===== config.mk =====
export PLATFORM = sky130hd
export DESIGN_NAME = bias_add_seq_flat
export DESIGN_NICKNAME = d
export VERILOG_FILES = /design/src/rtl/bias_pkg.sv /design/src/rtl/bias_add_seq_if.sv /design/src/rtl/bias_sat_lane.sv /design/src/rtl/bias_add_seq.sv /design/src/flat_wrapper.sv
export SDC_FILE = /design/constraint.sdc
export NUM_CORES = 2
export LEC_CHECK = 0
export ABC_AREA = 1
export BUFFER_PORTS_ARGS = -buffer_cell sky130_fd_sc_hd__buf_4
export CAP_MARGIN = 20
export CORE_MARGIN = 10
export CORE_UTILIZATION = 40
export DETAILED_ROUTE_END_ITERATION = 8
export SYNTH_ARGS = -nofsm -noshare
export SYNTH_HDL_FRONTEND = slang
export SYNTH_HIERARCHICAL = 1
export SYNTH_SLANG_ARGS = --single-unit
export TNS_END_PERCENT = 1

===== constraint.sdc =====
create_clock -name clk -period 67.3 [get_ports clk]
set_input_delay 0 -clock clk [delete_from_list [all_inputs] [get_ports clk]]
set_output_delay 0 -clock clk [all_outputs]
set_load 0.03 [all_outputs]

===== src/rtl/bias_pkg.sv =====
// -----------------------------------------------------------------------------
// bias_pkg
// Shared definitions for the loadable bias stage: default lane width,
// saturation bounds, the sequencer state encoding and a saturating add.
// No ports (package).
// -----------------------------------------------------------------------------
package bias_pkg;

   localparam int BIAS_W = 18;

   localparam logic signed [BIAS_W-1:0] BIAS_MAX = {1'b0, {(BIAS_W-1){1'b1}}};
   localparam logic signed [BIAS_W-1:0] BIAS_MIN = {1'b1, {(BIAS_W-1){1'b0}}};

   typedef enum logic [1:0] {
      IDLE  = 2'd0,
      RUN   = 2'd1,
      FLUSH = 2'd2
   } state_t;

   // Sum formed one bit wider; a disagreement between the two top bits means
   // the true result left the representable range.
   function automatic logic signed [BIAS_W-1:0] sat_add(
      input logic signed [BIAS_W-1:0] a,
      input logic signed [BIAS_W-1:0] b
   );
      logic signed [BIAS_W:0] s;
      s = {a[BIAS_W-1], a} + {b[BIAS_W-1], b};
      if (s[BIAS_W] != s[BIAS_W-1])
         sat_add = s[BIAS_W] ? BIAS_MIN : BIAS_MAX;
      else
         sat_add = s[BIAS_W-1:0];
   endfunction

endpackage


===== src/rtl/bias_add_seq_if.sv =====
// -----------------------------------------------------------------------------
// bias_add_seq_if
// Bundles the configuration port, the input/output beat streams and the
// pass status of bias_add_seq.
//   master : the side that loads biases, starts passes, feeds beats and
//            drains results (testbench / surrounding datapath)
//   slave  : the bias stage itself
// -----------------------------------------------------------------------------
interface bias_add_seq_if
   import bias_pkg::*;
#(
   parameter int N_adder_tree = 16,
   parameter int W            = BIAS_W,
   parameter int GW           = 2,
   parameter int LW           = 4
);

   logic                      cfg_we;
   logic [GW-1:0]             cfg_group;
   logic [LW-1:0]             cfg_lane;
   logic [W-1:0]              cfg_data;
   logic                      start;
   logic                      in_valid;
   logic                      in_ready;
   logic [N_adder_tree*W-1:0] in_data;
   logic                      in_last;
   logic                      out_valid;
   logic                      out_ready;
   logic [N_adder_tree*W-1:0] out_data;
   logic                      out_last;
   logic [GW-1:0]             group_idx;
   logic                      busy;
   logic                      done;

   modport master (
      output cfg_we, cfg_group, cfg_lane, cfg_data, start,
      output in_valid, in_data, in_last, out_ready,
      input  in_ready, out_valid, out_data, out_last, group_idx, busy, done
   );

   modport slave (
      input  cfg_we, cfg_group, cfg_lane, cfg_data, start,
      input  in_valid, in_data, in_last, out_ready,
      output in_ready, out_valid, out_data, out_last, group_idx, busy, done
   );

endinterface


===== src/rtl/bias_sat_lane.sv =====
// -----------------------------------------------------------------------------
// bias_sat_lane
// One lane of the bias stage: signed add of accumulator word and bias,
// clamped to the W-bit signed range. Purely combinational.
//   a : signed accumulator word
//   b : signed bias
//   y : saturated sum
// -----------------------------------------------------------------------------
module bias_sat_lane
   import bias_pkg::*;
#(
   parameter int W = BIAS_W
) (
   input  logic signed [W-1:0] a,
   input  logic signed [W-1:0] b,
   output logic signed [W-1:0] y
);

   function automatic logic signed [W-1:0] sat_w(
      input logic signed [W-1:0] x0,
      input logic signed [W-1:0] x1
   );
      logic signed [W:0] s;
      s = {x0[W-1], x0} + {x1[W-1], x1};
      if (s[W] != s[W-1])
         sat_w = s[W] ? {1'b1, {(W-1){1'b0}}} : {1'b0, {(W-1){1'b1}}};
      else
         sat_w = s[W-1:0];
   endfunction

   // The shared package function covers the default width; other widths use
   // the local equivalent.
   if (W == BIAS_W) begin : g_pkg
      assign y = sat_add(a, b);
   end else begin : g_gen
      assign y = sat_w(a, b);
   end

endmodule


===== src/rtl/bias_add_seq.sv =====
// -----------------------------------------------------------------------------
// bias_add_seq
// Runtime-loadable bias stage between the adder tree and requantisation.
// Holds one signed bias per lane for each of GROUPS channel groups, adds the
// active group's biases to every accepted beat with saturation, and steps to
// the next group after each in_last beat. After the last group's final beat
// it drains the output register and pulses done.
//   clk, rst : clock, asynchronous active-high reset
//   bus      : cfg_* bias load port, start, in_* / out_* valid-ready streams,
//              group_idx, busy, done (see bias_add_seq_if)
// -----------------------------------------------------------------------------
module bias_add_seq
   import bias_pkg::*;
#(
   parameter int N_adder_tree = 16,
   parameter int W            = BIAS_W,
   parameter int GROUPS       = 4,
   parameter int GW           = (GROUPS > 1) ? $clog2(GROUPS) : 1,
   parameter int LW           = (N_adder_tree > 1) ? $clog2(N_adder_tree) : 1
) (
   input  logic          clk,
   input  logic          rst,
   bias_add_seq_if.slave bus
);

   localparam logic [GW-1:0] LAST_GRP = GW'(GROUPS - 1);

   state_t                    state;
   state_t                    state_nxt;
   logic [GW-1:0]             grp;
   logic signed [W-1:0]       bias_mem [GROUPS][N_adder_tree];

   logic [N_adder_tree*W-1:0] sum_p0;
   logic [N_adder_tree*W-1:0] data_p1;
   logic                      last_p1;
   logic                      vld_p1;

   logic                      in_ready_c;
   logic                      done_c;
   logic                      busy_c;
   logic                      accept;
   logic                      xfer;
   logic                      last_grp;
   logic                      cfg_ok;

   assign accept   = bus.in_valid && in_ready_c;
   assign xfer     = vld_p1 && bus.out_ready;
   assign last_grp = (grp == LAST_GRP);
   // Guard against out-of-range indices when GROUPS or N_adder_tree is not a
   // power of two.
   assign cfg_ok   = (state == IDLE) && bus.cfg_we &&
                     (int'(bus.cfg_group) < GROUPS) &&
                     (int'(bus.cfg_lane) < N_adder_tree);

   // Bias memory
   always_ff @(posedge clk or posedge rst) begin
      if (rst) begin
         for (int g = 0; g < GROUPS; g++)
            for (int k = 0; k < N_adder_tree; k++)
               bias_mem[g][k] <= '0;
      end else if (cfg_ok) begin
         bias_mem[bus.cfg_group][bus.cfg_lane] <= bus.cfg_data;
      end
   end

   // FSM: state register
   always_ff @(posedge clk or posedge rst) begin
      if (rst) state <= IDLE;
      else     state <= state_nxt;
   end

   // FSM: next state
   always_comb begin
      state_nxt = state;
      case (state)
         IDLE:    if (bus.start) state_nxt = RUN;
         RUN:     if (accept && bus.in_last && last_grp) state_nxt = FLUSH;
         FLUSH:   if (xfer) state_nxt = IDLE;
         default: state_nxt = IDLE;
      endcase
   end

   // FSM: outputs
   always_comb begin
      in_ready_c = 1'b0;
      done_c     = 1'b0;
      busy_c     = 1'b0;
      case (state)
         RUN: begin
            in_ready_c = !vld_p1 || bus.out_ready;
            busy_c     = 1'b1;
         end
         FLUSH: begin
            done_c = xfer;
            busy_c = !xfer;
         end
         default: ;
      endcase
   end

   // Group pointer: advances on the in_last beat so the next beat already
   // sees the new group.
   always_ff @(posedge clk or posedge rst) begin
      if (rst)
         grp <= '0;
      else if (state == IDLE && bus.start)
         grp <= '0;
      else if (accept && bus.in_last && !last_grp)
         grp <= grp + 1'b1;
      else if (done_c)
         grp <= '0;
   end

   // Stage p0: per-lane saturating add
   for (genvar k = 0; k < N_adder_tree; k++) begin : g_lane
      logic signed [W-1:0] in_k;
      logic signed [W-1:0] sum_k;
      assign in_k = bus.in_data[W*k +: W];
      bias_sat_lane #(.W(W)) u_lane (
         .a (in_k),
         .b (bias_mem[grp][k]),
         .y (sum_k)
      );
      assign sum_p0[W*k +: W] = sum_k;
   end

   // Stage p1: single output register, refilled in the same cycle it drains
   always_ff @(posedge clk or posedge rst) begin
      if (rst) begin
         vld_p1  <= 1'b0;
         data_p1 <= '0;
         last_p1 <= 1'b0;
      end else if (accept) begin
         vld_p1  <= 1'b1;
         data_p1 <= sum_p0;
         last_p1 <= bus.in_last;
      end else if (xfer) begin
         vld_p1  <= 1'b0;
      end
   end

   assign bus.in_ready  = in_ready_c;
   assign bus.out_valid = vld_p1;
   assign bus.out_data  = data_p1;
   assign bus.out_last  = last_p1;
   assign bus.group_idx = grp;
   assign bus.busy      = busy_c;
   assign bus.done      = done_c;

endmodule


===== src/flat_wrapper.sv =====
// flat-port wrapper written by rule: the top's interface ports become plain ports
module bias_add_seq_flat import bias_pkg::*;
#(
   parameter int N_adder_tree = 16,
   parameter int W            = BIAS_W,
   parameter int GROUPS       = 4,
   parameter int GW           = (GROUPS > 1) ? $clog2(GROUPS) : 1,
   parameter int LW           = (N_adder_tree > 1) ? $clog2(N_adder_tree) : 1
)
  (clk, rst, bus_cfg_we, bus_cfg_group, bus_cfg_lane, bus_cfg_data, bus_start, bus_in_valid, bus_in_data, bus_in_last, bus_out_ready, bus_in_ready, bus_out_valid, bus_out_data, bus_out_last, bus_group_idx, bus_busy, bus_done);
  bias_add_seq_if #(.N_adder_tree(N_adder_tree), .W(W), .GW(GW), .LW(LW)) bus_i ();
  input  logic clk;
  input  logic rst;
  input wire logic [$bits(bus_i.cfg_we)-1:0] bus_cfg_we;
  input wire logic [$bits(bus_i.cfg_group)-1:0] bus_cfg_group;
  input wire logic [$bits(bus_i.cfg_lane)-1:0] bus_cfg_lane;
  input wire logic [$bits(bus_i.cfg_data)-1:0] bus_cfg_data;
  input wire logic [$bits(bus_i.start)-1:0] bus_start;
  input wire logic [$bits(bus_i.in_valid)-1:0] bus_in_valid;
  input wire logic [$bits(bus_i.in_data)-1:0] bus_in_data;
  input wire logic [$bits(bus_i.in_last)-1:0] bus_in_last;
  input wire logic [$bits(bus_i.out_ready)-1:0] bus_out_ready;
  output wire logic [$bits(bus_i.in_ready)-1:0] bus_in_ready;
  output wire logic [$bits(bus_i.out_valid)-1:0] bus_out_valid;
  output wire logic [$bits(bus_i.out_data)-1:0] bus_out_data;
  output wire logic [$bits(bus_i.out_last)-1:0] bus_out_last;
  output wire logic [$bits(bus_i.group_idx)-1:0] bus_group_idx;
  output wire logic [$bits(bus_i.busy)-1:0] bus_busy;
  output wire logic [$bits(bus_i.done)-1:0] bus_done;
  assign bus_i.cfg_we = bus_cfg_we;
  assign bus_i.cfg_group = bus_cfg_group;
  assign bus_i.cfg_lane = bus_cfg_lane;
  assign bus_i.cfg_data = bus_cfg_data;
  assign bus_i.start = bus_start;
  assign bus_i.in_valid = bus_in_valid;
  assign bus_i.in_data = bus_in_data;
  assign bus_i.in_last = bus_in_last;
  assign bus_i.out_ready = bus_out_ready;
  assign bus_in_ready = bus_i.in_ready;
  assign bus_out_valid = bus_i.out_valid;
  assign bus_out_data = bus_i.out_data;
  assign bus_out_last = bus_i.out_last;
  assign bus_group_idx = bus_i.group_idx;
  assign bus_busy = bus_i.busy;
  assign bus_done = bus_i.done;
  bias_add_seq #(.N_adder_tree(N_adder_tree), .W(W), .GROUPS(GROUPS), .GW(GW), .LW(LW)) u_core (.clk(clk), .rst(rst), .bus(bus_i));
endmodule

==> run_results.csv <==
group,metric,value,unit
outcome,status,"complete, but fails checks",
outcome,failed_checks,"negative hold slack",
worst_hold_path,hold_start,"bus_cfg_lane[3]",
yosys,synth-async-reset-ratio,100.0,%
die,die_y,470.7,um
critical_path,worstSetupPathType,"reg2reg",
timing,setup-tns-final,0,ns
timing,setup_viol,0,
die,initial_core_util,40.20,%
layout,final_common_cell,"nand2_1",
yosys,synth_top_area_share,44.54,%
die,dieWidth,470.7,um
power,peakVddDrop,36.51,uV
timing,rsz0062_at_grt,"false",
global_route,antenna_found_initial,11,
yosys,synth_flop_cell,"dfrtp_1",
clock_tree,post_cts_buffers,0,
layout,area_growth,20.92,%
critical_path,path_max_fanout,148,
critical_path,cpPeakStageDelay,0.88,ns
power,p_leak,48.93,nW
placed_design,routabilityCongestion,0.8842,
critical_path,crit_buf_inv,6,
timing,max_freq,131.7,MHz
yosys,syn_area,0.08125,mm2
clock_tree,cts_tree,"yes",
worst_hold_path,hold_path.class,"in2reg",
critical_path,r2r_setup_slack,59.71,ns
critical_path,cp.required,68.04,ns
detailed_routing,first_pass_iters,6,
layout,drive_above_1_share,15.97,%
placed_design,hpwl,161300,um
die,die_area,0.2215,mm2
yosys,synth_warnings,6,
clock_tree,clk_pin_slew_worst_paths,0.06,ns
detailed_routing,vias,71660,
critical_path,slowest_stage,"buf_4",
yosys,avgSynthCellArea,8.042,um2
detailed_routing,drt_iter0_markers,5707,
detailed_routing,viasPerCell,5.228,
global_route,grt_pass1_vias,69700,
timing,slew_headroom,22.05,%
yosys,synth_area_leader_cell,"dfrtp_1",
critical_path,crit_start,"u_core/bus.group_idx[0]",
timing,setup_ws,59.71,ns
clock_tree,postCtsResizedCells,0,
yosys,synth.area.top_cells,"dfrtp_1 (45%), nand2_1 (13%), o21ai_0 (9.1%)",
detailed_routing,wire_per_inst,18.30,um
critical_path,endpoint_kind,"flop",
die,ios,614,
global_route,grt_max_degree,179,
timing,tightestPinTransition,1.169,ns
power,power,4.927,mW
die,fp-row-count,165,
critical_path,crit_top_cell,"buf_4",
layout,nNetsFinal,11530,
global_route,grt_overflow,0,
detailed_routing,route.detailed.drc,0,
clock_tree,h-tree-depth,4,
clock_tree,cts_hold_buf,564,
critical_path,r2r_start,"u_core/bus.group_idx[0]",
yosys,synth_edf_count,0,
timing,min_period,7.592,ns
clock_tree,cts_root_buf,"clkbuf_16",
critical_path,startpoint_type,"flop",
layout,layout_common_cells,"nand2_1 (2827), o21ai_0 (1477), dfrtp_1 (1444)",
critical_path,path_delay_family,"buffers and inverters",
clock_tree,cts_buffer_depth,3,
timing,holdWs,-0.007337,ns
yosys,yosysUniqueCellTypes,42,
detailed_routing,ant_nets,0,
timing,fin_crit_sh,11.28,%
critical_path,arrival,8.33,ns
yosys,ys_seq_area_share,44.54,%
placed_design,place_ws,60.77,ns
detailed_routing,drt-total-wl,250800,um
clock_tree,numCtsBuffers,162,
clock_tree,clkSinkCount,1446,
power,cellPowerDensity,50.15,mW/mm2
timing,timing.final.max_slew_violations,0,
critical_path,cp_cell_sequence,"inv_8 > buf_4 > buf_4 > buf_4 > o21ai_0 > o22ai_1 > ha_1 > a21oi_1 > o21ai_1 > a21oi_1 > nand2_2 > nand2_2 > nand2_4 > nand2_4 > nand3_1 > dlygate4sd3_1 > nand2_1 > dlygate4sd3_1 > nand3_1 > nand2_1",
yosys,synth-seq-cells,1446,
global_route,grt_use_total,22.01,%
die,core-area,0.2021,mm2
placed_design,io_buffers,613,
clock_tree,clk_latency,0.81,ns
job,maxCapViolCount,0,
layout,final.fill_count,19370,
global_route,grt_pass1_wl,399900,um
yosys,synthCells,10100,
timing,hold_viol,1,
timing,skew,0.02849,ns
yosys,synth_nets,10730,
-- worst min-delay path, stage by stage --
cell and delay, ns:
buf_4 0.09, inv_1 0.05, nand2_1 0.15, nor2_1 0.12, nand2_1 0.21, o21ai_0 0.10
-- path summary, 6_finish.rpt --
path | endpoint | cells after the start
max | u_core/bus.out_data[51] | 20
min | u_core/bias_mem[245] | 6
max reg2reg | u_core/bus.out_data[51] | 20
min reg2reg | u_core/bus.out_data[144] | 2
max in group asynchronous | u_core/bus.out_data[226] | 10
min in group asynchronous | u_core/bias_mem[1065] | 4
-- layout make-up --
class,instances,area [um2],area share [%]
Antenna cell,8,20.02,0.02038
Clock buffer,237,4856,4.943
Clock inverter,55,862.1,0.8775
Inverter,323,1256,1.279
Multi-Input combinational cell,7712,40670,41.39
Sequential cell,1446,36190,36.84
Tap cell,2672,3343,3.403
Timing Repair Buffer,1254,11050,11.25
-- synth_stat cells, types with 19 or more instances --
| cell | n |
|---|---|
| nand2_4 | 73 |
| clkinv_1 | 19 |
| nand3_2 | 48 |
| o21ai_0 | 1477 |
| nand4_1 | 19 |
| dfrtp_1 | 1446 |
| inv_1 | 286 |
| o21bai_1 | 49 |
| o21ai_2 | 84 |
| xnor2_1 | 64 |
| a21oi_1 | 193 |
| buf_2 | 67 |
| nor2_2 | 51 |
| nand2_1 | 2828 |
| buf_6 | 66 |
| nor2_4 | 24 |
| a21oi_2 | 48 |
| nand3_1 | 469 |
| o21ai_1 | 200 |
| o22ai_1 | 288 |
| ha_1 | 293 |
| nand2_2 | 389 |
| clkbuf_1 | 444 |
| a31oi_1 | 32 |
| xor2_1 | 144 |
| nor2_1 | 790 |
-- through the flow --
stage / util, % / cell area (um2) / std cells / hold WS, ns
3_5_place_dp: 42.87 / 86640 / 12840 / 0.1668
3_3_place_gp: 42.85 / 86610 / 12830 / 0.1548
4_1_cts: 48.49 / 98010 / 13690 / 0.003236
5_1_grt: 48.61 / 98250 / 13710 / 0.01981
2_1_floorplan: - / 81250 / 10100 / 0.1776
6_report: 48.61 / 98250 / 13710 / -0.007337
-- state kept, by name, indices dropped and copies added, names as in the netlist --
register              count
u_core/bias_mem        1152
u_core/bus.group_idx      2
u_core/bus.out_data     288
u_core/bus.out_last       1
u_core/bus.out_valid      1
u_core/state              2
-- kinds of logic after synthesis --
| kind of cell | Yosys count | synth area share [%] |
|---|---|---|
| buffers and inverters | 945 | 5.433 |
| AND/OR/NAND/NOR | 4791 | 26.72 |
| adder cells (fa/ha/maj) | 309 | 4.907 |
| AO/OA/AOI/OAI | 2404 | 16.16 |
| flip-flops | 1446 | 44.54 |
| XOR/XNOR | 208 | 2.242 |
-- report_power, final --
| group | switching, mW | leakage, nW | internal [mW] |
|---|---|---|---|
| registers | 0.118 | 19.4 | 1.07 |
| logic | 1.65 | 26.8 | 1.13 |
| clock network | 0.370 | 2.80 | 0.580 |
| total | 2.14 | 48.9 | 2.78 |
-- per-layer routing --
layer | vias up | GRT usage, % | wire [um]
li1 | 35150 | - | -
met1 | 34480 | 29.97 | 114000
met2 | 1719 | 36.66 | 119200
met3 | 315 | 2.890 | 11450
met4 | 0 | 6.145 | 6162
met5 | - | 0 | 0
No activity file was read; power rests on OpenSTA's default activity.
